**src/rtl/poly_ctrl.sv**
```systemverilog
// poly_ctrl: sequencer for poly_core, running from the full-rate system clock.
//   - Prescaler producing the poly_core enable strobe (poly_enn), one pulse
//     every CLK_DIV clocks.
//   - SKCTL init/flush FSM and AUDCTL 9-bit select. Both are applied only on
//     enable boundaries, so poly_core sees stable controls for a whole period.
//   - RANDOM register read port with a 4-phase req/ack handshake.
//
// Ports:
//   clk, reset_n          system clock, synchronous active-low reset
//   skctl_wr/skctl_data   SKCTL write strobe / data (bits [1:0] used)
//   audctl_wr/audctl_data AUDCTL write strobe / data (bit 7 = 9-bit poly)
//   rnd_req/rnd_ack       RANDOM read handshake (level, 4-phase)
//   rnd_data              captured random byte, valid while rnd_ack = 1
//   poly_rnd              random byte from poly_core
//   poly_enn              enable strobe to poly_core
//   poly_init             init control to poly_core
//   poly_sel9             9-bit poly select to poly_core
//   init_active           1 while the init FSM is in INIT
//
// Optional build macro POLY_CTRL_STEP_EN adds dbg_freeze / dbg_step:
//   freeze stops the prescaler, and each dbg_step rising edge issues one
//   poly_enn pulse. The next cycle is treated as the boundary.

module poly_ctrl #(
  parameter int CLK_DIV   = 16,   // clocks per enable, 2..256
  parameter int FLUSH_LEN = 17    // enables required in INIT before RUN
) (
  input  logic       clk,
  input  logic       reset_n,
  input  logic       skctl_wr,
  input  logic [7:0] skctl_data,
  input  logic       audctl_wr,
  input  logic [7:0] audctl_data,
  input  logic       rnd_req,
  output logic       rnd_ack,
  output logic [7:0] rnd_data,
  input  logic [7:0] poly_rnd,
  output logic       poly_enn,
  output logic       poly_init,
  output logic       poly_sel9,
  output logic       init_active
`ifdef POLY_CTRL_STEP_EN
  ,
  input  logic       dbg_freeze,
  input  logic       dbg_step
`endif
);

  localparam int DW = $clog2(CLK_DIV);
  localparam int FW = $clog2(FLUSH_LEN + 1);
  localparam logic [DW-1:0] LAST = DW'(CLK_DIV - 1);
  localparam logic [FW-1:0] FLEN = FW'(FLUSH_LEN);

  typedef enum logic       {INIT, RUN}           init_st_t;
  typedef enum logic [1:0] {R_IDLE, R_CAP, R_ACK} rd_st_t;

  init_st_t      in_st;
  rd_st_t        rd_st;
  logic [DW-1:0] div_cnt, div_nxt, cnt_nxt;
  logic          enn_nxt, bnd;
  logic [FW-1:0] flush_cnt;
  logic [1:0]    skmode;
  logic          sel9_pend;

  // Only SKCTL[1:0] and AUDCTL[7] are meaningful.
  logic unused_bits;
  assign unused_bits = ^{skctl_data[7:2], audctl_data[6:0]};

`ifdef POLY_CTRL_STEP_EN
  logic step_q, step_bnd;

  always_ff @(posedge clk) begin
    if (!reset_n) begin
      step_q   <= 1'b0;
      step_bnd <= 1'b0;
    end else begin
      step_q   <= dbg_step;
      // The cycle after a stepped pulse acts as the boundary.
      step_bnd <= dbg_freeze & poly_enn;
    end
  end
`endif

  // poly_enn is registered against the next count, so it is high exactly in
  // the cycle where div_cnt == CLK_DIV-1. The boundary is the following cycle.
  always_comb begin
    div_nxt = (div_cnt == LAST) ? '0 : div_cnt + 1'b1;
    cnt_nxt = div_nxt;
    enn_nxt = (div_nxt == LAST);
    bnd     = (div_cnt == '0);
`ifdef POLY_CTRL_STEP_EN
    if (dbg_freeze) begin
      // Parking the counter at 0 means unfreeze resumes from the period start.
      cnt_nxt = '0;
      enn_nxt = dbg_step & ~step_q;
      bnd     = step_bnd;
    end
`endif
  end

  // Prescaler, register capture and init/flush FSM.
  always_ff @(posedge clk) begin
    if (!reset_n) begin
      div_cnt   <= '0;
      poly_enn  <= 1'b0;
      poly_init <= 1'b1;
      poly_sel9 <= 1'b0;
      sel9_pend <= 1'b0;
      skmode    <= 2'b00;
      flush_cnt <= '0;
      in_st     <= INIT;
    end else begin
      div_cnt  <= cnt_nxt;
      poly_enn <= enn_nxt;
      if (skctl_wr)  skmode    <= skctl_data[1:0];
      if (audctl_wr) sel9_pend <= audctl_data[7];
      if (bnd)       poly_sel9 <= sel9_pend;
      case (in_st)
        INIT: begin
          if (poly_enn && flush_cnt != FLEN) flush_cnt <= flush_cnt + 1'b1;
          // skmode is only examined at the boundary, so a 00 write followed
          // by a nonzero write in the same period causes no transition.
          if (bnd && skmode != 2'b00 && flush_cnt == FLEN) begin
            in_st     <= RUN;
            poly_init <= 1'b0;
          end
        end
        RUN: begin
          if (bnd && skmode == 2'b00) begin
            in_st     <= INIT;
            poly_init <= 1'b1;
            flush_cnt <= '0;
          end
        end
        default: begin
          in_st     <= INIT;
          poly_init <= 1'b1;
          flush_cnt <= '0;
        end
      endcase
    end
  end

  assign init_active = (in_st == INIT);

  // RANDOM read: capture one cycle after the request is seen, then raise
  // ack on the following edge and hold the captured data until req drops.
  always_ff @(posedge clk) begin
    if (!reset_n) begin
      rd_st    <= R_IDLE;
      rnd_ack  <= 1'b0;
      rnd_data <= 8'h00;
    end else begin
      case (rd_st)
        R_IDLE: if (rnd_req) rd_st <= R_CAP;
        R_CAP: begin
          rnd_data <= poly_rnd;
          rd_st    <= R_ACK;
        end
        R_ACK: begin
          if (rnd_req) rnd_ack <= 1'b1;
          else begin
            rnd_ack <= 1'b0;
            rd_st   <= R_IDLE;
          end
        end
        default: begin
          rnd_ack <= 1'b0;
          rd_st   <= R_IDLE;
        end
      endcase
    end
  end

endmodule

```
**config.mk**
```make
export PLATFORM = sky130hd
export DESIGN_NAME = poly_ctrl
export DESIGN_NICKNAME = d
export VERILOG_FILES = /design/src/rtl/poly_ctrl.sv
export SDC_FILE = /design/constraint.sdc
export NUM_CORES = 1
export LEC_CHECK = 0
export CAP_MARGIN = 10
export CORE_ASPECT_RATIO = 2
export CORE_MARGIN = 2
export CORE_UTILIZATION = 30
export DETAILED_ROUTE_END_ITERATION = 16
export PLACE_DENSITY = 0.71
export SETUP_SLACK_MARGIN = 0.05
export SYNTH_ARGS = -nofsm -noshare
export SYNTH_HDL_FRONTEND = slang
export SYNTH_SLANG_ARGS = --single-unit
```
**constraint.sdc**
```tcl
create_clock -name clk -period 1.35 [get_ports clk]
set_input_delay 0.27 -clock clk [delete_from_list [all_inputs] [get_ports clk]]
set_output_delay 0.27 -clock clk [all_outputs]
set_load 0.005 [all_outputs]
```
==> results_dict.tcl, run 1 <==
set metrics [dict create \
    start_kind "register" \
    synth_top_cell_area_share_pct 46.8 \
    syn-num-nets 165 \
    routed_wl_um 2680 \
    drt_iter0_markers 17 \
    ys_ff_latch 27 \
    finalHoldViolCount 0 \
    whs_path_depth 2 \
    rrSetupSlack_ps 20 \
    rr_worst_depth 4 \
    max_stage_delay_ps 400 \
    layout.nets 211 \
    min_path_type "register to register" \
    hpwlAfterDp_um 1780 \
    endpoint_kind "register" \
    postCtsHoldBufs 0 \
    top_layer "met4" \
    relSlewSlack_pct 77.1 \
    postSynth.asyncResetShare_pct 0 \
    synth_edf_count 0 \
    synth_warnings 0 \
    crit_arrival_ps 1490 \
    worstHoldStart "rnd_data[6]" \
    route.met3.wl_um 69 \
    netlist_area_um2 1160 \
    slew_violations 0 \
    die-area_um2 4400 \
    area_growth_pct 51.0 \
    clk_path_buf_depth 2 \
    comb_power_share_pct 15.3 \
    grt_pass1_wl_um 4350 \
    vias_per_cell 4.83 \
    grt_pass1_vias 1039 \
    h-tree-depth 1 \
    hold_end "rnd_data[6]" \
    vias 1096 \
    antenna_cells 0 \
    wl_met1_um 1180 \
    met2WireLength_um 1420 \
    timing.fmax_mhz 754 \
    synth_most_common_cell "dfxtp_1" \
    wl_per_cell_um 11.8 \
    portBuffers 28 \
    fin_crit_ps 1330 \
    p_int_uw 1170 \
    clock_latency_ps 270 \
    peakVddDrop_v 0.000728 \
    postRouteAntennaNets 0 \
    critPathMaxFanout 4 \
    synthFlopType "dfxtp_1" \
    cts_tree "built" \
    start_util_pct 30.7 \
    fp.dieH_um 91.8 \
    ys_types 35 \
    switching_power_uw 371 \
    finalClockSkew_ps 2.79 \
    maxCapViolCount 0 \
    stdcell_count 227 \
    leakagePower_uw 0.000688 \
    cts_made_buffers 3 \
    p_sw_share_pct 24.0 \
    root_buffer "clkbuf_8" \
    p_clk_share_pct 29.7 \
    drtPass1Iterations 4 \
    grt_usage_pct 12.8 \
    setup_viol 0 \
    syn_inst 131 \
    drc 0 \
    status "finished clean" \
    antenna_found_initial 0 \
    crit_type "register to register" \
    gp_congestion 0.727 \
    io_pins 42 \
    slowest_stage "or3b_4" \
    crit_required_ps 1510 \
    synth_seq_area_share_pct 46.8 \
    drive_above_1_share_pct 30.7 \
    worst_pin_slew_ps 343 \
    r2r-start "div_cnt[1]" \
    rsz0062_at_grt "yes" \
    die_x_um 47.9 \
    rows 32 \
    synth_top_area_cell "dfxtp_1" \
    crit_path_cell_trace "inv_2 -> ha_4 -> or3b_4 -> o311a_1" \
    ys_top_cells_by_area "dfxtp_1, nand2_1, a21oi_1" \
    dp_cells 216 \
    seqPwrFrac_pct 55.0 \
    clk_pin_slew_ps 90 \
    holdWs_ps 455 \
    overflow 0 \
    grt_max_degree 20 \
    cts_sinks 27 \
    synthTopCellsByCount "dfxtp_1, nand2_1, a21oi_1" \
    r2r-end "in_st" \
    avgSynthCellArea_um2 8.83 \
    fin_crit_sh_pct 98.2 \
    core_um2 3760 \
    pwr_density_cell_nw_per_um2 885 \
]
==> through the flow <==
stage / total power, uW / util, % / TNS (ps) / area [um^2] / setup slack, ps
after global routing: 1620 / 46.4 / -15.6 / 1750 / -13.1
after CTS: 1540 / 44.4 / 0 / 1670 / 3.68
final: 1540 / 46.4 / 0 / 1750 / 24.6
after global placement: 1070 / 41.8 / -322 / 1570 / -111
after floorplan: 961 / - / 0 / 1170 / 56.9
after detailed placement: 1080 / 41.8 / -458 / 1570 / -143
==> flip-flops by register name, indices dropped and copies added (netlist names) <==
register and flops:
sel9_pend 1, rnd_ack 1, div_cnt 4, in_st 1, skmode 2, flush_cnt 5, poly_sel9 1, poly_init 1
rd_st 2, rnd_data 8, poly_enn 1
==> power groups by stage <==
stage / registers (uW) / logic [uW] / clock network [uW]
6_report: 850 / 236 / 458
4_1_cts: 848 / 216 / 474
3_5_place_dp: 867 / 211 / 0
3_3_place_gp: 866 / 207 / 0
5_1_grt: 854 / 264 / 505
2_1_floorplan: 869 / 91.6 / 0
==> how the worst max path moves through the flow <==
stage / from / endpoint / slack, ps / cells past startpoint
final: div_cnt[1] / in_st / 20 / 4
after global routing: div_cnt[0] / in_st / -10 / 4
after CTS: div_cnt[0] / in_st / 4 / 4
after detailed placement: reset_n / flush_cnt[4] / -140 / 4
after global placement: reset_n / flush_cnt[4] / -110 / 4
after floorplan: div_cnt[0] / in_st / 60 / 4
==> cell families after synthesis <==
group           share of synthesized area (%)
simple gates                             25.0
compound gates                           15.8
flops                                    46.8
buf+inv                                  3.68
fa+ha+maj                                5.41
mux                                      2.60
xor+xnor                                0.758
==> cell type report <==
cell class | instances | area, um^2
Tap cell | 51 | 63.8
Clock buffer | 3 | 41.3
Clock inverter | 1 | 7.51
Timing Repair Buffer | 46 | 403
Fill cell | 387 | 2020
Inverter | 6 | 22.5
Sequential cell | 27 | 563
Multi-Input combinational cell | 93 | 644
==> timing repair <==
item                       in CTS  in global routing
resized for setup              32                 13
setup buffers                   5                  2
cloned                          0                  0
pin swaps                       1                  5
setup endpoints to repair      20                  9
==> worst max-delay path: cells and delay by family, from the launching register on <==
kind,cells,cell delay (ps)
AO/OA/AOI/OAI,1,290
buffers and inverters,1,70
AND/OR/NAND/NOR,1,400
adder cells (fa/ha/maj),1,130
flip-flops,1,330
==> per-layer routing <==
metal	up-vias	track usage, %
li1	554	-
met1	525	17.7
met2	15	20.1
met3	2	1.77
met4	0	3.38
met5	-	0
==> cell usage in the layout (no fill, tap or decap), types with 4 or more instances in the layout <==
cell / count
a21oi_1: 13
buf_4: 17
clkdlybuf4s50_1: 15
dfxtp_1: 11
dfxtp_2: 15
dlygate4sd2_1: 13
nand2_1: 23
nand2b_1: 4
nand3_1: 5
nor2_1: 5
Power figures use the tool's default switching activity.
==> inputs of run 2 (changes only) <==
--- a/config.mk
+++ b/config.mk
@@ -8,9 +8,9 @@
 export CAP_MARGIN = 10
 export CORE_ASPECT_RATIO = 2
 export CORE_MARGIN = 2
-export CORE_UTILIZATION = 30
+export CORE_UTILIZATION = 39
 export DETAILED_ROUTE_END_ITERATION = 16
-export PLACE_DENSITY = 0.71
+export PLACE_DENSITY = 0.85
 export SETUP_SLACK_MARGIN = 0.05
 export SYNTH_ARGS = -nofsm -noshare
 export SYNTH_HDL_FRONTEND = slang
==> results_dict.tcl, run 2 (synthesis gave the netlist of run 1 again) <==
set metrics [dict create \
    status "finished clean" \
    max_stage_delay_ps 400 \
    largestRegisters "rnd_data x8, flush_cnt x5, div_cnt x4" \
    rows 28 \
    power_uw 1520 \
    drt_iter0_markers 28 \
    grt_pass1_vias 1102 \
    clk_path_buf_depth 2 \
    crit_type "register to register" \
    layout_common_cells "nand2_1, dfxtp_1, clkdlybuf4s50_1, a21oi_1, dlygate4sd2_1" \
    root_buffer "clkbuf_8" \
    maxCapViolCount 0 \
    routed_wl_um 3000 \
    cts_made_buffers 3 \
    setup_viol 0 \
    pwr_density_cell_nw_per_um2 906 \
    largest_reg_flops 8 \
    io_pins 42 \
    placed_cell_area_um2 1520 \
    worst_pin_slew_ps 346 \
    r2r-start "div_cnt[0]" \
    crit_path_cell_trace "inv_2 -> ha_4 -> or3b_4 -> o21ai_1 -> o311a_1" \
    worstSetupStartpoint "div_cnt[0]" \
    hpwlAfterDp_um 2120 \
    critPathMaxFanout 4 \
    register_area_um2 559 \
    antenna_cells 0 \
    timing.fmax_mhz 751 \
    fp.dieH_um 81 \
    vias 1092 \
    gp_congestion 0.720 \
    grt_max_degree 20 \
    die-area_um2 3440 \
    cts_sinks 27 \
    finalHoldViolCount 0 \
    layout.nets 205 \
    cts_tree "built" \
    die_x_um 42.5 \
    path_delay_family "simple AND/OR/NAND/NOR gates" \
    portBuffers 28 \
    peakVddDrop_v 0.000791 \
    relSlewSlack_pct 77.0 \
    crit_required_ps 1570 \
    crit_arrival_ps 1550 \
    overflow 0 \
    endpoint_kind "register" \
    cp_num_buf_inv 1 \
    dp_cells 191 \
    min_path_type "register to register" \
    rsz0062_at_grt "yes" \
    wl_per_cell_um 15.0 \
    drc 0 \
    vias_per_cell 5.46 \
    postCtsHoldBufs 0 \
    grt_usage_pct 18.6 \
    final_util_pct 57.5 \
    postRouteAntennaNets 0 \
    area_growth_pct 44.7 \
    drtPass1Iterations 4 \
    fin_crit_ps 1330 \
    start_kind "register" \
    fin_area_um2 1670 \
    clock_latency_ps 270 \
    top_register "rnd_data" \
    start_util_pct 39.8 \
    mostFrequentLayoutCell "nand2_1" \
    fin_crit_sh_pct 98.6 \
    leakagePower_uw 0.000661 \
    antenna_found_initial 0 \
    n_fill_cell 261 \
    core_um2 2910 \
    h-tree-depth 1 \
    drive_above_1_share_pct 25.9 \
    multiInputGateArea_um2 653 \
    grt_pass1_wl_um 4860 \
    finalClockSkew_ps 5.58 \
    stdcell_count 200 \
    clk_pin_slew_ps 90 \
    holdWs_ps 459 \
    slowest_stage "or3b_4" \
    worstHoldStart "poly_sel9" \
    slew_violations 0 \
]
run 2: timing repair:
action,4_1_cts,5_1_grt
pin swaps,2,1
resized for setup,32,9
setup endpoints to repair,20,8
buffers inserted,2,3
run 2: worst reg2reg max path, stage by stage, from the launching register on:
cell and delay [ps]:
dfxtp_2 330, inv_2 80, ha_4 130, or3b_4 400, o21ai_1 170, o311a_1 170
run 2: cell type report:
cell class | count | area share, %
sequential | 27 | 33.4
clock buffer | 3 | 2.47
multi-input combinational | 93 | 39.0
inverter | 6 | 1.35
clock inverter | 1 | 0.299
timing repair buffer | 40 | 21.2
tap | 30 | 2.24
run 2: report_power, final:
part           switching, uW  leakage (uW)  internal [uW]
registers               21.9      0.000225            826
logic                   99.1      0.000410            120
clock network            242     0.0000255            207
run 2: path summary, 6_finish.rpt:
| kind | slack (ps) | end | cells after the start |
|---|---|---|---|
| worst max-delay path | 20 | in_st | 5 |
| worst min-delay path | 460 | poly_sel9 | 2 |
| worst max register to register | 20 | in_st | 5 |
| worst min register to register | 460 | poly_sel9 | 2 |
run 2: per-stage QoR:
step                setup TNS [ps]  worst slack [ps]
floorplan                        0              56.9
global placement              -184             -99.8
detailed placement            -409              -125
CTS                              0              22.0
global route                  -107             -64.9
finish                           0              18.8
run 2: metal layers:
metal | global-route usage, % | share of wire (%) | vias to the layer above
li1 | - | - | 541
met1 | 17.4 | 36 | 503
met2 | 35.4 | 56 | 40
met3 | 4.44 | 5.2 | 8
met4 | 10.6 | 2.7 | 0
met5 | 0 | 0 | -
